$ cat src/rtl/bru_pipe_pkg.sv
// Shared definitions for the pipelined branch resolution unit.
//   br_ctrl_e  : issue control encodings (branch kind / jalr / illegal)
//   *_DEF      : default widths used by the interface and modules
package bru_pipe_pkg;

  localparam int unsigned XLEN_DEF  = 32;
  localparam int unsigned ROB_W_DEF = 6;
  localparam int unsigned CNT_W_DEF = 32;

  typedef enum logic [2:0] {
    BR_BEQ     = 3'b000,
    BR_BNE     = 3'b001,
    BR_JALR    = 3'b010,
    BR_ILLEGAL = 3'b011,
    BR_BLT     = 3'b100,
    BR_BGE     = 3'b101,
    BR_BLTU    = 3'b110,
    BR_BGEU    = 3'b111
  } br_ctrl_e;

endpackage

$ cat src/rtl/bru_pipe_if.sv
// Issue/result handshake bundle of bru_pipe.
//   in_*  : issued branch (valid/ready, ROB tag, ctrl, operands, pc, prediction)
//   out_* : resolved result (valid/ready, ROB tag, direction, mispredict, redirect, illegal)
// master = issuer/consumer side, slave = the branch unit.
interface bru_pipe_if
  import bru_pipe_pkg::*;
#(
  parameter int unsigned XLEN  = XLEN_DEF,
  parameter int unsigned ROB_W = ROB_W_DEF
);
  logic             in_valid;
  logic             in_ready;
  logic [ROB_W-1:0] in_tag;
  logic [2:0]       in_ctrl;
  logic [XLEN-1:0]  in_a;
  logic [XLEN-1:0]  in_b;
  logic [XLEN-1:0]  in_pc;
  logic             in_pre_dir;
  logic [XLEN-1:0]  in_pre_addr;

  logic             out_valid;
  logic             out_ready;
  logic [ROB_W-1:0] out_tag;
  logic             out_taken;
  logic             out_mispred;
  logic [XLEN-1:0]  out_redirect;
  logic             out_illegal;

  modport master (
    output in_valid, in_tag, in_ctrl, in_a, in_b, in_pc, in_pre_dir, in_pre_addr, out_ready,
    input  in_ready, out_valid, out_tag, out_taken, out_mispred, out_redirect, out_illegal
  );

  modport slave (
    input  in_valid, in_tag, in_ctrl, in_a, in_b, in_pc, in_pre_dir, in_pre_addr, out_ready,
    output in_ready, out_valid, out_tag, out_taken, out_mispred, out_redirect, out_illegal
  );
endinterface

$ cat src/rtl/bru_resolve.sv
// Combinational branch resolution: direction, target and mispredict check.
//   ctrl, a, b, pc, pre_dir, pre_addr : latched issue fields
//   taken, mispred, redirect, illegal : resolved result
module bru_resolve
  import bru_pipe_pkg::*;
#(
  parameter int unsigned XLEN = XLEN_DEF
) (
  input  logic [2:0]      ctrl,
  input  logic [XLEN-1:0] a,
  input  logic [XLEN-1:0] b,
  input  logic [XLEN-1:0] pc,
  input  logic            pre_dir,
  input  logic [XLEN-1:0] pre_addr,
  output logic            taken,
  output logic            mispred,
  output logic [XLEN-1:0] redirect,
  output logic            illegal
);

  logic [XLEN-1:0] target;
  logic [XLEN-1:0] fallthrough;
  logic            cond;
  logic            is_cond_br;

  always_comb begin
    // jalr target keeps every upper bit; only bit 0 is cleared
    target      = (a + b) & {{(XLEN-1){1'b1}}, 1'b0};
    fallthrough = pc + XLEN'(4);
    cond        = 1'b0;
    is_cond_br  = 1'b1;
    taken       = 1'b0;
    mispred     = 1'b0;
    redirect    = fallthrough;
    illegal     = 1'b0;

    unique case (br_ctrl_e'(ctrl))
      BR_BEQ:     cond = (a == b);
      BR_BNE:     cond = (a != b);
      BR_BLT:     cond = ($signed(a) <  $signed(b));
      BR_BGE:     cond = ($signed(a) >= $signed(b));
      BR_BLTU:    cond = (a <  b);
      BR_BGEU:    cond = (a >= b);
      BR_JALR:    is_cond_br = 1'b0;
      BR_ILLEGAL: is_cond_br = 1'b0;
    endcase

    if (is_cond_br) begin
      taken    = cond;
      mispred  = (cond != pre_dir);
      redirect = cond ? pre_addr : fallthrough;
    end else if (br_ctrl_e'(ctrl) == BR_JALR) begin
      taken    = 1'b1;
      mispred  = !pre_dir || (target != pre_addr);
      redirect = target;
    end else begin
      mispred  = 1'b1;
      illegal  = 1'b1;
    end
  end

endmodule

$ cat src/rtl/bru_pipe.sv
// Pipelined branch resolution unit: S1 latches the issued op, S2 holds the
// resolved result until the consumer takes it.
//   clk, rst (sync, active-high), flush : control
//   bus (slave)                         : issue and result handshakes
//   perf_branches, perf_mispred         : delivered / mispredicted result counts
module bru_pipe
  import bru_pipe_pkg::*;
#(
  parameter int unsigned XLEN  = XLEN_DEF,
  parameter int unsigned ROB_W = ROB_W_DEF,
  parameter int unsigned CNT_W = CNT_W_DEF
) (
  input  logic             clk,
  input  logic             rst,
  input  logic             flush,
  bru_pipe_if.slave        bus,
  output logic [CNT_W-1:0] perf_branches,
  output logic [CNT_W-1:0] perf_mispred
);

  logic             s1_valid;
  logic [ROB_W-1:0] s1_tag;
  logic [2:0]       s1_ctrl;
  logic [XLEN-1:0]  s1_a;
  logic [XLEN-1:0]  s1_b;
  logic [XLEN-1:0]  s1_pc;
  logic             s1_pre_dir;
  logic [XLEN-1:0]  s1_pre_addr;

  logic             s2_valid;
  logic [ROB_W-1:0] s2_tag;
  logic             s2_taken;
  logic             s2_mispred;
  logic [XLEN-1:0]  s2_redirect;
  logic             s2_illegal;

  logic             res_taken;
  logic             res_mispred;
  logic [XLEN-1:0]  res_redirect;
  logic             res_illegal;

  logic adv1;
  logic adv2;
  logic accept;
  logic deliver;

  bru_resolve #(.XLEN(XLEN)) u_resolve (
    .ctrl     (s1_ctrl),
    .a        (s1_a),
    .b        (s1_b),
    .pc       (s1_pc),
    .pre_dir  (s1_pre_dir),
    .pre_addr (s1_pre_addr),
    .taken    (res_taken),
    .mispred  (res_mispred),
    .redirect (res_redirect),
    .illegal  (res_illegal)
  );

  always_comb begin
    adv2    = !s2_valid || bus.out_ready;
    adv1    = !s1_valid || adv2;
    accept  = bus.in_valid && adv1 && !flush;
    deliver = s2_valid && bus.out_ready;
  end

  assign bus.in_ready     = adv1;
  assign bus.out_valid    = s2_valid;
  assign bus.out_tag      = s2_tag;
  assign bus.out_taken    = s2_taken;
  assign bus.out_mispred  = s2_mispred;
  assign bus.out_redirect = s2_redirect;
  assign bus.out_illegal  = s2_illegal;

  always_ff @(posedge clk) begin
    if (rst) begin
      s1_valid      <= 1'b0;
      s1_tag        <= '0;
      s1_ctrl       <= '0;
      s1_a          <= '0;
      s1_b          <= '0;
      s1_pc         <= '0;
      s1_pre_dir    <= 1'b0;
      s1_pre_addr   <= '0;
      s2_valid      <= 1'b0;
      s2_tag        <= '0;
      s2_taken      <= 1'b0;
      s2_mispred    <= 1'b0;
      s2_redirect   <= '0;
      s2_illegal    <= 1'b0;
      perf_branches <= '0;
      perf_mispred  <= '0;
    end else begin
      // A result handed over in the flush cycle was still delivered, so it counts.
      if (deliver) begin
        perf_branches <= perf_branches + CNT_W'(1);
        if (s2_mispred) perf_mispred <= perf_mispred + CNT_W'(1);
      end

      if (flush) begin
        s1_valid <= 1'b0;
        s2_valid <= 1'b0;
      end else begin
        if (adv1) begin
          s1_valid <= accept;
          if (accept) begin
            s1_tag      <= bus.in_tag;
            s1_ctrl     <= bus.in_ctrl;
            s1_a        <= bus.in_a;
            s1_b        <= bus.in_b;
            s1_pc       <= bus.in_pc;
            s1_pre_dir  <= bus.in_pre_dir;
            s1_pre_addr <= bus.in_pre_addr;
          end
        end
        // S2 payload only changes when it advances, keeping out_* stable under stall
        if (adv2) begin
          s2_valid <= s1_valid;
          if (s1_valid) begin
            s2_tag      <= s1_tag;
            s2_taken    <= res_taken;
            s2_mispred  <= res_mispred;
            s2_redirect <= res_redirect;
            s2_illegal  <= res_illegal;
          end
        end
      end
    end
  end

endmodule
$ cat src/flat_wrapper.sv
// flat-port wrapper written by rule: the top's interface ports become plain ports
module bru_pipe_flat import bru_pipe_pkg::*;
#(
  parameter int unsigned XLEN  = XLEN_DEF,
  parameter int unsigned ROB_W = ROB_W_DEF,
  parameter int unsigned CNT_W = CNT_W_DEF
)
  (clk, rst, flush, perf_branches, perf_mispred, bus_in_valid, bus_in_tag, bus_in_ctrl, bus_in_a, bus_in_b, bus_in_pc, bus_in_pre_dir, bus_in_pre_addr, bus_out_ready, bus_in_ready, bus_out_valid, bus_out_tag, bus_out_taken, bus_out_mispred, bus_out_redirect, bus_out_illegal);
  bru_pipe_if #(.XLEN(XLEN), .ROB_W(ROB_W)) bus_i ();
  input  logic clk;
  input  logic rst;
  input  logic flush;
  output logic [CNT_W-1:0] perf_branches;
  output logic [CNT_W-1:0] perf_mispred;
  input wire logic [$bits(bus_i.in_valid)-1:0] bus_in_valid;
  input wire logic [$bits(bus_i.in_tag)-1:0] bus_in_tag;
  input wire logic [$bits(bus_i.in_ctrl)-1:0] bus_in_ctrl;
  input wire logic [$bits(bus_i.in_a)-1:0] bus_in_a;
  input wire logic [$bits(bus_i.in_b)-1:0] bus_in_b;
  input wire logic [$bits(bus_i.in_pc)-1:0] bus_in_pc;
  input wire logic [$bits(bus_i.in_pre_dir)-1:0] bus_in_pre_dir;
  input wire logic [$bits(bus_i.in_pre_addr)-1:0] bus_in_pre_addr;
  input wire logic [$bits(bus_i.out_ready)-1:0] bus_out_ready;
  output wire logic [$bits(bus_i.in_ready)-1:0] bus_in_ready;
  output wire logic [$bits(bus_i.out_valid)-1:0] bus_out_valid;
  output wire logic [$bits(bus_i.out_tag)-1:0] bus_out_tag;
  output wire logic [$bits(bus_i.out_taken)-1:0] bus_out_taken;
  output wire logic [$bits(bus_i.out_mispred)-1:0] bus_out_mispred;
  output wire logic [$bits(bus_i.out_redirect)-1:0] bus_out_redirect;
  output wire logic [$bits(bus_i.out_illegal)-1:0] bus_out_illegal;
  assign bus_i.in_valid = bus_in_valid;
  assign bus_i.in_tag = bus_in_tag;
  assign bus_i.in_ctrl = bus_in_ctrl;
  assign bus_i.in_a = bus_in_a;
  assign bus_i.in_b = bus_in_b;
  assign bus_i.in_pc = bus_in_pc;
  assign bus_i.in_pre_dir = bus_in_pre_dir;
  assign bus_i.in_pre_addr = bus_in_pre_addr;
  assign bus_i.out_ready = bus_out_ready;
  assign bus_in_ready = bus_i.in_ready;
  assign bus_out_valid = bus_i.out_valid;
  assign bus_out_tag = bus_i.out_tag;
  assign bus_out_taken = bus_i.out_taken;
  assign bus_out_mispred = bus_i.out_mispred;
  assign bus_out_redirect = bus_i.out_redirect;
  assign bus_out_illegal = bus_i.out_illegal;
  bru_pipe #(.XLEN(XLEN), .ROB_W(ROB_W), .CNT_W(CNT_W)) u_core (.clk(clk), .rst(rst), .flush(flush), .bus(bus_i), .perf_branches(perf_branches), .perf_mispred(perf_mispred));
endmodule
$ cat config.mk
export PLATFORM = sky130hd
export DESIGN_NAME = bru_pipe_flat
export DESIGN_NICKNAME = d
export VERILOG_FILES = /design/src/rtl/bru_pipe_pkg.sv /design/src/rtl/bru_pipe_if.sv /design/src/rtl/bru_resolve.sv /design/src/rtl/bru_pipe.sv /design/src/flat_wrapper.sv
export SDC_FILE = /design/constraint.sdc
export NUM_CORES = 1
export LEC_CHECK = 0
export ABC_AREA = 1
export CAP_MARGIN = 5
export CELL_PAD_IN_SITES_DETAIL_PLACEMENT = 1
export CELL_PAD_IN_SITES_GLOBAL_PLACEMENT = 1
export CORE_UTILIZATION = 41
export CTS_CLUSTER_DIAMETER = 60
export CTS_CLUSTER_SIZE = 14
export DETAILED_ROUTE_END_ITERATION = 10
export PLACE_DENSITY_LB_ADDON = 0.2
export SYNTH_ARGS = -nofsm -noshare
export SYNTH_HDL_FRONTEND = slang
export SYNTH_HIERARCHICAL = 1
export SYNTH_SLANG_ARGS = --single-unit
$ cat constraint.sdc
create_clock -name clk -period 4.39 [get_ports clk]
set_input_delay 0.6585 -clock clk [delete_from_list [all_inputs] [get_ports clk]]
set_output_delay 0.6585 -clock clk [all_outputs]
set_load 0.1 [all_outputs]
==> results.txt <==
----------------------------------------------------
[Drt]
  Detailed Route Iter0 Violations ... 697
  Average wire per standard cell ... 18.2 um
  First drt pass iteration count ... 5
  Number of vias in the routed layout ... roughly 16,000
  DRT antenna net count ... 0
  Drt total wl ... 57.2 mm
  Residual DRC count ... 0
  Number of vias per cell after detailed routing ... 5.25

[Final layout]
  Final-stage net count ... 2,863
  Share of post-route cells with drive strength above 1 ... 5.46%
  Most used cells in the layout excluding fill and tap cells ... nor2_1 (568), nand2_1 (487), inv_1 (268), clkdlybuf4s50_1 (248), dfxtp_1 (245)
  Layout filler cell count ... 4,901
  Synth-to-layout area growth ... 23.9%
  Non-Filler Instances ... 3,142
  Most common cell after layout, fill and taps aside ... nor2_1

[Die]
  Core footprint ... ~37,000 um2
  Row cnt ... 70
  Initial core utilization ... 41.9%
  Number of ports placed on the die boundary ... 250
  Die Span X ... 196 um
  Die Area ... 38,400 um2
  Height of the chip ... 196 um

[Min path]
  Worst min path class ... register to register

[STA]
  Normalized max-slew margin ... 26.3%
  Final Cycle Share ... 77.6%
  Least-Margin Pin Slew ... 1.10 ns
  Final Hold Fails ... 0
  RSZ-0062 raised after global routing ... false
  Count of final setup violators ... 0
  Clock period minus worst slack ... 3.41 ns
  Final count of pins violating max slew ... 0
  Highest achievable clock rate ... approximately 290 MHz
  Clock skew ... ~0.016 ns
  Setup TNS ... 0 ns

[Clocking]
  Clock slew seen by the registers of the worst setup and hold paths ... roughly 0.060 ns
  # H-tree levels ... 1
  Number of buffers added for setup after CTS ... 0
  CTS hold repair buffers ... 0
  Clk Latency, worst-skew pair ... 0.57 ns
  Clk buf depth ... 3
  Clock tree from TritonCTS ... done
  Clock buffers created by TritonCTS ... 28
  Number of gates resized after cts ... 0
  Clock sink total ... 245
  CTS root buffer ... clkbuf_16

[Synth]
  Distinct cell type count of the synthesized netlist ... between 40 and 50
  Number of synthesized flops with an enable pin ... 0
  Average instance area after synthesis ... about 6.3 um2
  Primary FF master, synth ... dfxtp_1
  Sequential element share of the synthesized area ... 31.8%
  YS warnings ... 6
  Number of cells produced by synthesis ... roughly 2,400
  Number of register bits inferred by synthesis ... 245
  Cell Area, Synth ... 15,400 um2
  Post-synthesis async set-or-reset flop share ... 0%
  Syn nets ... 2,649

[Placed design]
  DPL Wire Length ... approximately 45 mm
  Number of cells in the design after placement ... 3,091
  Routability congestion estimate ... 0.920
  # port buffers ... 249

[Power and ir drop]
  Static leakage ... roughly 0.0083 uW
  Post-layout power ... 6080 uW
  Pwr per Cell Area ... 319 nW/um2
  Worst ir drop on vdd ... 0.276 mV

[Global route]
  First-pass GRT wire length ... 90.3 mm
  Pin count of the biggest net entering global routing ... 84
  Initial antenna violation count ... 2
  Overall overflow remaining after global route ... 0
  Number of global-route vias before repair ... 17,200
  Tot GR Track Use ... 29.6%

[Worst setup path]
  Critical path data required time ... 4.86 ns
  CP max FO ... 25
  Kind of capture point of the worst setup path ... register
  Worst Path Class, Setup ... register to register
  Crit path arrival time ... just under 4 ns
  Startpoint class of the critical path ... register

[Run status]
  Status ... complete, no violations

[Flow run]
  Max capacitance violation total ... 0

----------------------------------------------------
## metal layers
layer,GRT usage [%],share of wire (%)
met5,0,0.017
met4,10.4,3.6
met3,3.28,3.7
met2,53.3,49
met1,36.2,44
## worst max-delay path, stage by stage (launching register included)
cell	delay [ns]
dfxtp_1	0.45
inv_1	0.08
ha_1	0.41
nand2_1	0.19
nor2_1	0.07
nor3_1	0.13
nand2_1	0.13
a21oi_2	0.29
nand2_1	0.09
nand2_1	0.09
nand3_1	0.07
nand2_1	0.15
inv_2	0.07
nor2_4	0.49
nand2_1	0.11
nand2_1	0.09
o21bai_1	0.09
o21ai_0	0.22
nor2_1	0.06
## state kept, by name, indices dropped and copies added (netlist names)
name	flops
u_core/s1_tag	6
u_core/bus.out_taken	1
u_core/s1_pre_addr	32
u_core/bus.out_mispred	1
u_core/s1_a	32
u_core/s1_pc	32
u_core/bus.out_illegal	1
u_core/s1_b	32
u_core/s1_pre_dir	1
u_core/bus.out_tag	6
u_core/bus.out_valid	1
u_core/perf_mispred	32
u_core/s1_ctrl	3
u_core/perf_branches	32
u_core/s1_valid	1
u_core/bus.out_redirect	32
## cells in the mapped netlist, types with 20 or more instances
cell type	n	area share (%)
dfxtp_1	245	32
o21ai_0	188	6.1
xor2_1	28	1.6
a21oi_1	75	2.4
inv_1	268	6.5
buf_6	20	1.5
nand2_1	487	12
o21ai_1	43	1.4
nor3_1	22	0.71
clkbuf_1	37	0.90
nor2_1	568	14
ha_1	66	5.4
nand3_1	213	6.9
nand4_1	29	1.2
## cell families (layout without fill, tap and decap cells)
group	after synthesis	in the layout	synth area share (%)
AOI/OAI and AO/OA	329	329	11.1
xor gates and xnor gates	39	39	2.40
DFF	245	245	31.8
buffers and inverters	361	594	10.0
adders and majority gates	67	67	5.49
other	0	2	0
and+or+nand+nor	1398	1398	39.2
## power by group
group          switching (uW)  total, uW  internal (uW)
sequential                104       2430           2320
combinational             776       1210            437
clock                    1060       2440           1380
total                    1940       6080           4140
## area by class of cell
class | instances | area, um2 | share of cell area, %
diodes | 2 | 5.00 | 0.0262
clock buffers | 30 | 718 | 3.76
clock inverters | 19 | 226 | 1.19
inverters | 284 | 1070 | 5.61
multi-input cells | 1833 | 8960 | 46.9
flip-flops and latches | 245 | 4900 | 25.7
well taps | 468 | 586 | 3.07
repair buffers | 261 | 2620 | 13.7
## final timing paths
check,start,endpoint,slack [ns],depth (start not counted)
min,u_core/perf_branches[6],u_core/perf_branches[6],0.47,2
min reg2reg,u_core/perf_branches[6],u_core/perf_branches[6],0.47,2
max reg2reg,u_core/s1_b[30],u_core/bus.out_redirect[8],0.98,18
max,u_core/s1_b[30],u_core/bus.out_redirect[8],0.98,18
## through the flow
| stage | util [%] | instance area, um2 | hold slack, ns | worst slack (ns) |
|---|---|---|---|---|
| after floorplan | - | 15400 | 0.449 | 1.90 |
| after global placement | 49.3 | 18100 | 0.454 | 1.10 |
| after detailed placement | 49.3 | 18100 | 0.469 | 1.07 |
| after CTS | 51.9 | 19100 | 0.479 | 1.05 |
| after global routing | 51.9 | 19100 | 0.501 | 0.718 |
| final | 51.9 | 19100 | 0.469 | 0.984 |
(Power assumes the default switching activity.)
